**config.mk**
```make
export PLATFORM = sky130hd
export DESIGN_NAME = fir_coef_loader
export DESIGN_NICKNAME = d
export VERILOG_FILES = /design/src/rtl/fir_coef_loader.sv
export SDC_FILE = /design/constraint.sdc
export NUM_CORES = 1
export LEC_CHECK = 0
export CORE_ASPECT_RATIO = 1.25
export CORE_UTILIZATION = 35
export CTS_CLUSTER_SIZE = 10
export DETAILED_ROUTE_END_ITERATION = 8
export GPL_TIMING_DRIVEN = 0
export PLACE_DENSITY = 0.74
export SETUP_SLACK_MARGIN = 0.02
export SYNTH_ARGS = -nofsm -noshare
export SYNTH_HDL_FRONTEND = slang
export SYNTH_SLANG_ARGS = --single-unit
```
**constraint.sdc**
```tcl
create_clock -name i_clk -period 1.79 [get_ports i_clk]
set_clock_uncertainty 0.2 [all_clocks]
set_input_delay 0.537 -clock i_clk [delete_from_list [all_inputs] [get_ports i_clk]]
set_output_delay 0.537 -clock i_clk [all_outputs]
set_load 0.1 [all_outputs]
```
**src/rtl/fir_coef_loader.sv**
```systemverilog
// Turns SPI coefficient register writes into single-cycle writes on the FIR coefficient
// RAM port, with tap auto-increment, RAM-read arbitration and sticky error reporting.
module fir_coef_loader #(
  parameter int NUM_FILTERS = 4,
  parameter int FILTER_BITS = 2,
  parameter int TAP_BITS    = 8,
  parameter int COEF_WIDTH  = 16
) (
  input  logic                            i_clk,
  input  logic                            i_rst,
  input  logic                            i_sel_wr_stb,
  input  logic [7:0]                      i_filter_select,
  input  logic [7:0]                      i_taps_per_filter,
  input  logic                            i_coef_wr_stb,
  input  logic [7:0]                      i_coef_lsb,
  input  logic [7:0]                      i_coef_msb,
  input  logic                            i_ram_busy,
  input  logic                            i_err_clr,
  output logic                            o_ram_we,
  output logic [FILTER_BITS+TAP_BITS-1:0] o_ram_addr,
  output logic [COEF_WIDTH-1:0]           o_ram_data,
  output logic [TAP_BITS-1:0]             o_tap_ptr,
  output logic                            o_load_done,
  output logic                            o_sel_err,
  output logic                            o_ovf_err,
  output logic                            o_busy
);

  typedef enum logic [1:0] {S_IDLE, S_WAIT, S_WRITE} state_t;

  localparam logic [7:0] NUM_FILTERS_8 = 8'(NUM_FILTERS);

  state_t                          r_state;
  state_t                          w_state_next;
  logic                            r_ram_we;
  logic [FILTER_BITS+TAP_BITS-1:0] r_hold_addr;
  logic [COEF_WIDTH-1:0]           r_hold_data;
  logic [FILTER_BITS-1:0]          r_filter;
  logic [TAP_BITS-1:0]             r_tap_ptr;
  logic                            r_load_done;
  logic                            r_sel_valid;
  logic                            r_adv_suppress;
  logic                            r_sel_err;
  logic                            r_ovf_err;

  logic                            w_sel_ok;
  logic                            w_sel_apply;
  logic                            w_valid_eff;
  logic [FILTER_BITS-1:0]          w_filter_eff;
  logic [TAP_BITS-1:0]             w_tap_eff;
  logic [TAP_BITS-1:0]             w_last_tap;
  logic                            w_coef_accept;
  logic                            w_coef_drop;

  // A select arriving with a coefficient strobe takes effect first, so the
  // captured address and the validity check both use the new selection.
  assign w_sel_ok      = (i_filter_select < NUM_FILTERS_8);
  assign w_sel_apply   = i_sel_wr_stb & w_sel_ok;
  assign w_valid_eff   = i_sel_wr_stb ? w_sel_ok : r_sel_valid;
  assign w_filter_eff  = w_sel_apply ? i_filter_select[FILTER_BITS-1:0] : r_filter;
  assign w_tap_eff     = w_sel_apply ? '0 : r_tap_ptr;
  assign w_last_tap    = i_taps_per_filter[TAP_BITS-1:0] - TAP_BITS'(1);
  assign w_coef_accept = i_coef_wr_stb & w_valid_eff & (r_state == S_IDLE);
  assign w_coef_drop   = i_coef_wr_stb & w_valid_eff & (r_state != S_IDLE);

  always_comb begin
    w_state_next = r_state;
    case (r_state)
      S_IDLE:  if (w_coef_accept) w_state_next = i_ram_busy ? S_WAIT : S_WRITE;
      S_WAIT:  if (!i_ram_busy) w_state_next = S_WRITE;
      S_WRITE: w_state_next = S_IDLE;
      default: w_state_next = S_IDLE;
    endcase
  end

  always_ff @(posedge i_clk or posedge i_rst) begin
    if (i_rst) begin
      r_state        <= S_IDLE;
      r_ram_we       <= 1'b0;
      r_hold_addr    <= '0;
      r_hold_data    <= '0;
      r_filter       <= '0;
      r_tap_ptr      <= '0;
      r_load_done    <= 1'b0;
      r_sel_valid    <= 1'b1;
      r_adv_suppress <= 1'b0;
      r_sel_err      <= 1'b0;
      r_ovf_err      <= 1'b0;
    end else begin
      r_state  <= w_state_next;
      r_ram_we <= (w_state_next == S_WRITE);

      if (i_sel_wr_stb) begin
        if (w_sel_ok) begin
          r_filter    <= i_filter_select[FILTER_BITS-1:0];
          r_tap_ptr   <= '0;
          r_load_done <= 1'b0;
          r_sel_valid <= 1'b1;
          // The in-flight write keeps its address but must not advance the new filter's pointer.
          if (r_state != S_IDLE) r_adv_suppress <= 1'b1;
        end else begin
          r_sel_valid <= 1'b0;
        end
      end

      if (r_state == S_WRITE && !r_adv_suppress && !w_sel_apply) begin
        if (r_tap_ptr == w_last_tap) begin
          r_tap_ptr   <= '0;
          r_load_done <= 1'b1;
        end else begin
          r_tap_ptr <= r_tap_ptr + TAP_BITS'(1);
        end
      end

      if (w_coef_accept) begin
        r_hold_addr    <= {w_filter_eff, w_tap_eff};
        r_hold_data    <= {i_coef_msb, i_coef_lsb};
        r_adv_suppress <= 1'b0;
      end

      r_sel_err <= (r_sel_err & ~i_err_clr) | (i_sel_wr_stb & ~w_sel_ok);
      r_ovf_err <= (r_ovf_err & ~i_err_clr) | w_coef_drop;
    end
  end

  assign o_ram_we    = r_ram_we;
  assign o_ram_addr  = r_hold_addr;
  assign o_ram_data  = r_hold_data;
  assign o_tap_ptr   = r_tap_ptr;
  assign o_load_done = r_load_done;
  assign o_sel_err   = r_sel_err;
  assign o_ovf_err   = r_ovf_err;
  assign o_busy      = (r_state != S_IDLE);

endmodule

```
-- Word-level counts from Yosys, hierarchy flattened
Cells that the tools add are included.
- reductions and logical operators: 14
- $lt $le $gt $ge: 1
- multiplexer cells: 20
- add/subtract/negate cells: 2
- bitwise operators: 11
- equality and inequality tests: 4
- operators by type and width (cell ; count):
    two-way mux 8 bit ; 5
    nonzero test 2 bit ; 6
    two-way mux 1 bit ; 10
    adder 8 x 1 -> 8 bit, second input constant ; 1
    == test 8 bit ; 1
    < comparator 8 x 3 -> 1 bit, second input constant ; 1
    two-way mux 2 bit ; 4
    subtractor 8 x 1 -> 8 bit, second input constant ; 1
    bitwise AND 1 bit ; 7
    == test 2 bit, second input constant ; 2
    case mux 2 bit (2 select lines) ; 1
    AND reduction 2 bit ; 2
    AND reduction 3 bit ; 1
    == test 2 x 1 -> 1 bit, second input constant ; 1
    logical AND 1 bit ; 2
    logical NOT 1 bit ; 2
    logical NOT 2 bit ; 1
    inverter 1 bit ; 2
    OR 1 bit ; 2
- output and inout bits: 39
- flip-flop bits (word level): 44
- word-level logic and storage cells: 63
- bits of input ports: 38

-- Longest topological paths before layout
Gate-level depths: netlist (run 1).
- depth in word-level cells: 7
- depth in mapped cells: 7

-- Least setup slack after synthesis (run 1)
Ideal clock, no wire load.
- path kind: register to register
- from: reg r_tap_ptr[6], in the netlist o_tap_ptr[6]
- to: reg r_tap_ptr[2], in the netlist o_tap_ptr[2]
- cell stages (with the launch flop): 6
- clock period less this slack: 2.372 ns
- buffers on the path: 0
- required time: 1.452 ns
- arrival time: 2.033 ns
- setup slack: -0.582 ns
- path through: dfrtp_1 nand2_1 a2111oi_2 o21ai_1 a21oi_2 a211oi_1
- longest elaborated chain between the ends: 3
- ends and longest elaborated chain (item ; line ; RTL):
    start, declared ; 39 ; logic [TAP_BITS-1:0] r_tap_ptr;
    start signal, assigned ; 111 ; r_tap_ptr <= r_tap_ptr + TAP_BITS'(1);
    == test 8 bit ; 107 ; if (r_tap_ptr == w_last_tap) begin
    two-way mux 8 bit ; 107 ;
    two-way mux 8 bit ; 106 ; if (r_state == S_WRITE && !r_adv_suppress && !w_sel_apply) begin
Every way passes these cells.
A chain may end at the register's enable or synchronous reset.

-- Worst setup path after layout (run 1)
- from: reg r_state[0]
- to: out o_busy
- longest elaborated chain between the ends: 1
- ends and longest elaborated chain (item ; line ; RTL):
    start, declared ; 33 ; state_t r_state;
    start signal, assigned ; 90 ; r_state <= w_state_next;
    nonzero test 2 bit ; 133 ; assign o_busy = (r_state != S_IDLE);
    end, declared ; 26 ; output logic o_busy
Every way passes these cells.

==> impl_summary.log, run 1 <==
INFO  metric crit_path_end_kind = output pin
INFO  metric min_path_cells = 2
INFO  metric achievable-frequency = between 500 and 600 MHz
INFO  metric detailed_place.area = ~3200 sq um
INFO  metric wire_per_inst = 15.1 um
INFO  metric worst_ep_required_time = roughly 1.1 ns
INFO  metric vias_per_cell = about 5.0
INFO  metric fin_area = about 3800 sq um
INFO  metric ff_latch_area = roughly 1100 sq um
INFO  metric power_per_unit_of_standard_cell_area = 1330 nW/um^2
INFO  metric final_cells = 394
INFO  metric grt_max_degree = 26
INFO  metric dp_hpwl = ~3900 um
INFO  metric worstPathArrival = 1.19 ns
INFO  metric synth.avg_cell_area = 11.1 sq um
INFO  metric antenna_left = 0
INFO  metric die_width = between 70 and 80 um
INFO  metric synth.yosys.seq_area_share = between 50 and 60%
INFO  metric drc = 0
INFO  metric cts-buffers-inserted = 5
INFO  metric ys_dominant_reg_cell = sky130_fd_sc_hd__dfrtp_1
INFO  metric total_leakage_power = approximately 1.8 nW
INFO  metric finalMaxSlewViolations = 0
INFO  metric timing.critical_path.from_type = flip-flop
INFO  metric cts.sink_count = between 40 and 50
INFO  metric synth-seq-cells = 44
INFO  metric grt_remaining_overflow = 0
INFO  metric fin_crit_sh = 108%
INFO  metric min-delay-path-class = reg2reg
INFO  metric failed_checks = setup timing
INFO  metric port_buffers = 76
INFO  metric nets = roughly 350
INFO  metric initial_antenna_violation_count = 0
INFO  metric slowest_stage_cell_on_the_critical_path = sky130_fd_sc_hd__dfrtp_2
INFO  metric yosysTopAreaCell = sky130_fd_sc_hd__dfrtp_1
INFO  metric synth_cells = 196
INFO  metric leading_cell_types_in_the_layout_fill_and_taps_excluded = sky130_fd_sc_hd__buf_4 (49), sky130_fd_sc_hd__dfrtp_1 (33), sky130_fd_sc_hd__nand2_1 (26)
INFO  metric floorplan.die.height = ~90 um
INFO  metric core_area = about 5900 sq um
INFO  metric p_sw_share = between 40 and 50%
INFO  metric syn_to_final_growth = 74.4%
INFO  metric cell_area_after_synthesis = about 2200 sq um
INFO  metric clock_latency_at_the_later_pin_of_the_worst_skew_pair = 0.30 ns
INFO  metric switching_power = 0.00247 W
INFO  metric dr.pass1.iters = 4
INFO  metric dr_total_vias = 1958
INFO  metric status = finished, violations left
INFO  metric clkSlewWorstSetupHoldPaths = around 0.09 ns
INFO  metric drt_iter0_drc = 65
INFO  metric netlist-cell-type-count = between 40 and 50
INFO  metric path_class = reg2out
INFO  metric setup_viol = 20
INFO  metric yosys_warnings = 0
INFO  metric dieArea = approximately 6500 sq um
INFO  metric holdBufCountCts = 0
INFO  metric worstPathMaxFanout = 3
INFO  metric place.detailed.instances = between 300 and 400
INFO  metric i_o_pin_count = 77
INFO  metric fill_cells = between 400 and 500
INFO  metric synth.net_count = 236
INFO  metric diodes = 0
INFO  metric critical_path.max_stage_delay = between 0.4 and 0.5 ns
INFO  metric place.gp.congestion = about 0.83
INFO  metric first_global_vias = around 2000
INFO  metric grt.total_usage = 18.9%
INFO  metric global_route_wire_length_before_repair = 9630 um
INFO  metric worst-r2r-cell-count = 6
INFO  metric timing.max_slew.rel_slack = 70.9%
INFO  metric final_critical_period = between 1.5 and 2 ns
INFO  metric async_flop_share = 100%
INFO  metric mostFrequentLayoutCell = sky130_fd_sc_hd__buf_4
INFO  metric rows = 31
INFO  metric internal-power = roughly 0.0026 W
INFO  metric power.combinational.fraction = between 50% and 60%
INFO  metric sequential_group_share_of_total_power = 28.5%
INFO  metric clock_power_share = between 15 and 20%
INFO  metric cts.htree.levels = 2
INFO  metric setup_tns = -1.69 ns
INFO  metric cts_max_path_buffers = 2
INFO  metric timing.max_cap.violations = 0
INFO  metric critical_path.cell_chain = nor2_4 -> clkinvlp_4 -> buf_8
INFO  metric multi_input_gate_area = roughly 1300 sq um
INFO  metric vdd_drop_max = 0.000842 V
INFO  metric setup_ws = -0.141 ns
INFO  metric clock-root-buffer = sky130_fd_sc_hd__clkbuf_8
INFO  metric hold_violations = 0
INFO  metric initial_cell_density_of_the_core = 36.9%
INFO  metric most_area_consuming_cells_after_synthesis = sky130_fd_sc_hd__dfrtp_1 (50%), sky130_fd_sc_hd__mux2_2 (6.7%), sky130_fd_sc_hd__nand2_1 (4.7%), sky130_fd_sc_hd__xor2_1 (4.0%), sky130_fd_sc_hd__a211oi_1 (2.8%)
INFO  metric unrepaired_setup_endpoints_after_global_routing = yes
INFO  metric drt-total-wl = a little under 6000 um
INFO  metric synth_top_cell_area_share = just under 50%
INFO  metric worst_slew_pin_slew = around 0.44 ns
INFO  metric number_of_synthesized_flops_with_an_enable_pin = 0
INFO  metric cts_tree = yes
INFO  metric layout-drive-gt1-share = 54.5%
## metrics by stage
step	power (W)	utilization (%)	hold slack (ns)	setup slack (ns)
3_3_place_gp	0.00384	54.4	0.260	-1.19
5_1_grt	0.00522	64.3	0.306	-0.183
2_1_floorplan	0.00324	-	0.241	-0.248
3_5_place_dp	0.00388	54.8	0.268	-1.22
4_1_cts	0.00486	60.8	0.288	-0.179
6_report	0.00503	64.3	0.280	-0.141
## synthesized netlist by cell type (2+ instances only)
library cell	count
sky130_fd_sc_hd__and3_1	3
sky130_fd_sc_hd__mux2_2	13
sky130_fd_sc_hd__o31ai_1	2
sky130_fd_sc_hd__mux2_1	5
sky130_fd_sc_hd__xor2_1	10
sky130_fd_sc_hd__nor2_1	8
sky130_fd_sc_hd__nor3_1	7
sky130_fd_sc_hd__o21ai_1	2
sky130_fd_sc_hd__nand3_1	2
sky130_fd_sc_hd__a22o_1	2
sky130_fd_sc_hd__buf_2	5
sky130_fd_sc_hd__a211oi_1	8
sky130_fd_sc_hd__dfrtp_1	43
sky130_fd_sc_hd__o21ai_0	8
sky130_fd_sc_hd__ha_1	2
sky130_fd_sc_hd__xnor2_1	5
sky130_fd_sc_hd__a21oi_1	5
sky130_fd_sc_hd__nand2_1	27
sky130_fd_sc_hd__inv_1	8
sky130_fd_sc_hd__nand4_1	5
## layer usage
| metal | vias up | wire [um] | part of all wire (%) | GRT usage, % |
|---|---|---|---|---|
| li1 | 923 | - | - | - |
| met1 | 953 | 2460 | 41 | 22.2 |
| met2 | 70 | 3140 | 53 | 33.7 |
| met3 | 12 | 235 | 3.9 | 3.81 |
| met4 | 0 | 120 | 2.0 | 5.72 |
| met5 | - | 0 | 0 | 0 |
## cell families (layout without fill, tap and decap cells)
| kind of cell | after synthesis | count (layout) | synth area share [%] |
|---|---|---|---|
| AND/OR/NAND/NOR | 64 | 64 | 16.1 |
| AO/OA/AOI/OAI | 37 | 37 | 13.1 |
| multiplexers | 19 | 19 | 9.79 |
| adder cells (fa/ha/maj) | 2 | 2 | 1.15 |
| flip-flops | 44 | 44 | 50.7 |
| buffers and inverters | 15 | 131 | 3.05 |
| XOR/XNOR | 15 | 15 | 6.04 |
## area by class of cell
class	count	share of cell area, %
Buffer	7	1.85
Clock buffer	6	2.18
Clock inverter	2	1.02
Inverter	8	1.49
Multi-Input combinational cell	137	33.3
Sequential cell	44	29.6
Tap cell	82	2.71
Timing Repair Buffer	108	27.9
## registers in the layout, summed over array words and instances, names as in the netlist
name	flops
o_sel_err	1
r_state	2
r_adv_suppress	1
r_filter	2
o_load_done	1
o_tap_ptr	8
o_ram_data	16
o_ovf_err	1
o_ram_addr	10
r_sel_valid	1
o_ram_we	1
## worst max-delay path, delay by kind of cell, from the launching register on
family / cells / cell delay, ns
DFF: 1 / 0.44
buffers and inverters: 2 / 0.30
and+or+nand+nor: 1 / 0.16
## power groups by stage
stage / clock (W) / sequential [W] / combinational [W]
2_1_floorplan: 0 / 0.00272 / 0.000521
3_3_place_gp: 0 / 0.00144 / 0.00241
3_5_place_dp: 0 / 0.00144 / 0.00244
4_1_cts: 0.000821 / 0.00144 / 0.00260
5_1_grt: 0.000866 / 0.00146 / 0.00290
6_report: 0.000807 / 0.00143 / 0.00279
## path summary, 6_finish.rpt
kind                                   start            end  slack (ns)
min in group asynchronous              i_rst  o_ram_addr[2]        0.35
max in group asynchronous              i_rst   o_tap_ptr[6]        0.54
worst min-delay path             r_filter[1]    r_filter[1]        0.28
worst max-delay path              r_state[0]         o_busy       -0.14
worst min register to register   r_filter[1]    r_filter[1]        0.28
worst max register to register  o_tap_ptr[6]   o_tap_ptr[6]       -0.13
## timing repair
| action | CTS | global route |
|---|---|---|
| resized for setup | 340 | 29 |
| setup buffers | 16 | 15 |
| endpoints found under the setup margin | 80 | 30 |
| pin swaps | 16 | 11 |
| gates cloned | 1 | 1 |
Note: power is estimated with default switching activity, not from simulation.
==> run 2, diff against run 1 <==
Settings changed: CELL_PAD_IN_SITES_DETAIL_PLACEMENT set to 1, CELL_PAD_IN_SITES_GLOBAL_PLACEMENT set to 2, CORE_UTILIZATION 35 to 25, PLACE_DENSITY 0.74 to 0.83.
==> impl_summary.log, run 2 (synthesized netlist as in run 1, its figures left out) <==
INFO  metric status = finished, violations left (unchanged)
INFO  metric failed_checks = setup timing (unchanged)
INFO  metric diodes = 0 (unchanged)
INFO  metric crit_path_end_kind = flip-flop (was output pin)
INFO  metric detailed_place.area = 3250 sq um (was 3230 sq um)
INFO  metric r2r-end = o_tap_ptr[1] (was o_tap_ptr[6])
INFO  metric final_cells = 411 (was 394)
INFO  metric cts.sink_count = 44 (unchanged)
INFO  metric syn_to_final_growth = 73.8% (was 74.4%)
INFO  metric largest_delay_contributor_family_on_the_critical_path = compound AO/OA/AOI/OAI gates (was flip-flops)
INFO  metric clock-root-buffer = sky130_fd_sc_hd__clkbuf_8 (unchanged)
INFO  metric highest_metal_layer_with_signal_wires = met4 (unchanged)
INFO  metric dieArea = 9070 sq um (was 6530 sq um)
INFO  metric critical_path.max_stage_delay = 0.34 ns (was 0.44 ns)
INFO  metric critPathBufInv = 4 (was 2)
INFO  metric place.detailed.instances = 370 (was 355)
INFO  metric holdBufCountCts = 0 (unchanged)
INFO  metric grt_remaining_overflow = 0 (unchanged)
INFO  metric die_width = 85.4 um (was 72.5 um)
INFO  metric drt-total-wl = 6500 um (was 5950 um)
INFO  metric drt_iter0_drc = 77 (was 65)
INFO  metric floorplan.die.height = 106 um (was 90.1 um)
INFO  metric worst_slew_pin_slew = 0.407 ns (was 0.436 ns)
INFO  metric dr_total_vias = 1939 (was 1958)
INFO  metric timing.max_cap.violations = 0 (unchanged)
INFO  metric layout-drive-gt1-share = 53.8% (was 54.5%)
INFO  metric dp_hpwl = 4440 um (was 3910 um)
INFO  metric min-delay-path-class = reg2reg (unchanged)
INFO  metric worstPathMaxFanout = 7 (was 3)
INFO  metric first_global_vias = 2181 (was 1991)
INFO  metric wire_per_inst = 15.8 um (was 15.1 um)
INFO  metric timing.max_slew.rel_slack = 72.8% (was 70.9%)
INFO  metric i_o_pin_count = 77 (unchanged)
INFO  metric initial_antenna_violation_count = 0 (unchanged)
INFO  metric worst-r2r-cell-count = 7 (was 6)
INFO  metric fin_area = 3780 sq um (was 3790 sq um)
INFO  metric regToRegSetupSlack = -0.21 ns (was -0.13 ns)
INFO  metric nets = 353 (was 351)
INFO  metric grt.total_usage = 14.8% (was 18.9%)
INFO  metric place.gp.congestion = 0.705 (was 0.834)
INFO  metric cts_max_path_buffers = 2 (unchanged)
INFO  metric met3_length = 182 um (was 235 um)
INFO  metric fin_crit_sh = 112% (was 108%)
INFO  metric crit_path_start = i_taps_per_filter[1] (was r_state[0])
INFO  metric wirelength_met1 = 2750 um (was 2460 um)
INFO  metric global_route_wire_length_before_repair = 10700 um (was 9630 um)
INFO  metric largest_register_ffs = 16 (unchanged)
INFO  metric worst_r2r_startpoint = o_tap_ptr[6] (unchanged)
INFO  metric power_per_unit_of_standard_cell_area = 1310 nW/um^2 (was 1330 nW/um^2)
INFO  metric worstPathArrival = 1.97 ns (was 1.19 ns)
INFO  metric clkSlewWorstSetupHoldPaths = 0.08 ns (was 0.09 ns)
INFO  metric hold_violations = 0 (unchanged)
INFO  metric leading_cell_types_in_the_layout_fill_and_taps_excluded = sky130_fd_sc_hd__buf_4 (57), sky130_fd_sc_hd__dfrtp_1 (33), sky130_fd_sc_hd__nand2_1 (26) (was sky130_fd_sc_hd__buf_4 (49), sky130_fd_sc_hd__dfrtp_1 (33), sky130_fd_sc_hd__nand2_1 (26))
INFO  metric critical_path.cell_chain = buf_8 -> inv_8 -> ha_4 -> or2_4 -> a2111oi_4 -> o21ai_4 -> buf_4 -> buf_4 -> nand3_2 -> o211ai_1 (was nor2_4 -> clkinvlp_4 -> buf_8)
INFO  metric drc = 0 (unchanged)
INFO  metric cts_tree = yes (unchanged)
INFO  metric initial_cell_density_of_the_core = 26.1% (was 36.9%)
INFO  metric cts.htree.levels = 2 (unchanged)
INFO  metric total_leakage_power = 1.78 nW (about the same)
INFO  metric worstSetupEndpoint = o_tap_ptr[1] (was o_busy)
INFO  metric setup_viol = 11 (was 20)
INFO  metric rows = 37 (was 31)
INFO  metric path_class = in2reg (was reg2out)
INFO  metric path_depth = 10 (was 3)
INFO  metric mostFrequentLayoutCell = sky130_fd_sc_hd__buf_4 (unchanged)
INFO  metric timing.critical_path.from_type = input pin (was flip-flop)
INFO  metric met2RoutedLength = 3500 um (was 3140 um)
INFO  metric core_area = 8330 sq um (was 5900 sq um)
INFO  metric achievable-frequency = 499 MHz (was 518 MHz)
INFO  metric final_critical_period = 2.01 ns (was 1.93 ns)
INFO  metric crit_path_frequent_cell = sky130_fd_sc_hd__buf_4
INFO  metric worst_ep_required_time = 1.75 ns (was 1.05 ns)
INFO  metric vias_per_cell = 4.72 (was 4.97)
INFO  metric antenna_left = 0 (unchanged)
INFO  metric setup_ws = -0.215 ns (was -0.141 ns)
INFO  metric slowest_stage_cell_on_the_critical_path = sky130_fd_sc_hd__a2111oi_4 (was sky130_fd_sc_hd__dfrtp_2)
INFO  metric finalMaxSlewViolations = 0 (unchanged)
INFO  metric unrepaired_setup_endpoints_after_global_routing = yes (unchanged)
INFO  metric vdd_drop_max = 0.000429 V (was 0.000842 V)
INFO  metric cts-buffers-inserted = 5 (unchanged)
INFO  metric port_buffers = 76 (unchanged)
INFO  metric grt_max_degree = 28 (was 26)
INFO  metric clock_latency_at_the_later_pin_of_the_worst_skew_pair = 0.29 ns (was 0.30 ns)
INFO  metric dr.pass1.iters = 4 (unchanged)
[run 2: cell types whose count changed in the layout (fill, tap and decap cells not counted), sizes merged]
cell / before / now
clkdlybuf4s15: 0 / 1
clkbuf: 11 / 6
dlygate4sd2: 2 / 4
buf: 86 / 90
[run 2: repair_timing]
action / 4_1_cts / 5_1_grt
buffers inserted: 24 / 9
gates cloned: 1 / 0
pin swaps: 17 / 7
gates resized for setup: 333 / 17
setup endpoints to repair: 80 / 39
[run 2: power by group]
part           internal (W)  switching, W  total [W]
clock network      0.000457      0.000352   0.000809
registers           0.00121      0.000227    0.00143
logic              0.000821       0.00188    0.00270
total               0.00248       0.00246    0.00494
[run 2: how the worst min path moves through the flow]
stage	startpoint	endpoint	slack (ns)	cells past startpoint
after floorplan	r_filter[0]	r_filter[0]	0.24	2
after global placement	r_filter[0]	r_filter[0]	0.26	2
after detailed placement	r_filter[1]	r_filter[1]	0.27	2
after CTS	r_filter[0]	r_filter[0]	0.30	2
after global routing	o_ram_addr[4]	o_ram_addr[4]	0.31	2
final	o_ram_addr[4]	o_ram_addr[4]	0.29	2
[run 2: per-stage QoR]
step	utilization (%)	setup slack [ns]	total power [W]	hold slack, ns	setup TNS (ns)
final	45.3	-0.215	0.00494	0.289	-1.56
after global routing	45.3	-0.255	0.00515	0.314	-2.35
after CTS	43.8	-0.162	0.00490	0.296	-1.28
after detailed placement	39.0	-1.22	0.00391	0.269	-51.63
after global placement	38.7	-1.20	0.00387	0.262	-92.52
after floorplan	-	-0.248	0.00324	0.241	-5.81
[run 2: layer usage]
layer / up-vias / track usage (%)
li1: 925 / -
met1: 966 / 17.5
met2: 40 / 27.5
met3: 8 / 2.17
met4: 0 / 4.29
met5: - / 0
[run 2: layout make-up]
type	instances	area [sq um]
clock inverter	2	38.8
multi-input combinational	137	1250
fill	903	4560
sequential	44	1120
buffer	6	62.6
clock buffer	6	82.6
inverter	8	53.8
tap	97	121
timing repair buffer	111	1040
[run 2: worst reg2reg max path, cell delays in order, from the launching register on]
cell                        delay (ns)
sky130_fd_sc_hd__dfrtp_4          0.52
sky130_fd_sc_hd__or2_4            0.27
sky130_fd_sc_hd__a2111oi_4        0.34
sky130_fd_sc_hd__o21ai_4          0.13
sky130_fd_sc_hd__buf_4            0.16
sky130_fd_sc_hd__buf_4            0.13
sky130_fd_sc_hd__nand3_2          0.05
sky130_fd_sc_hd__o211ai_1         0.08
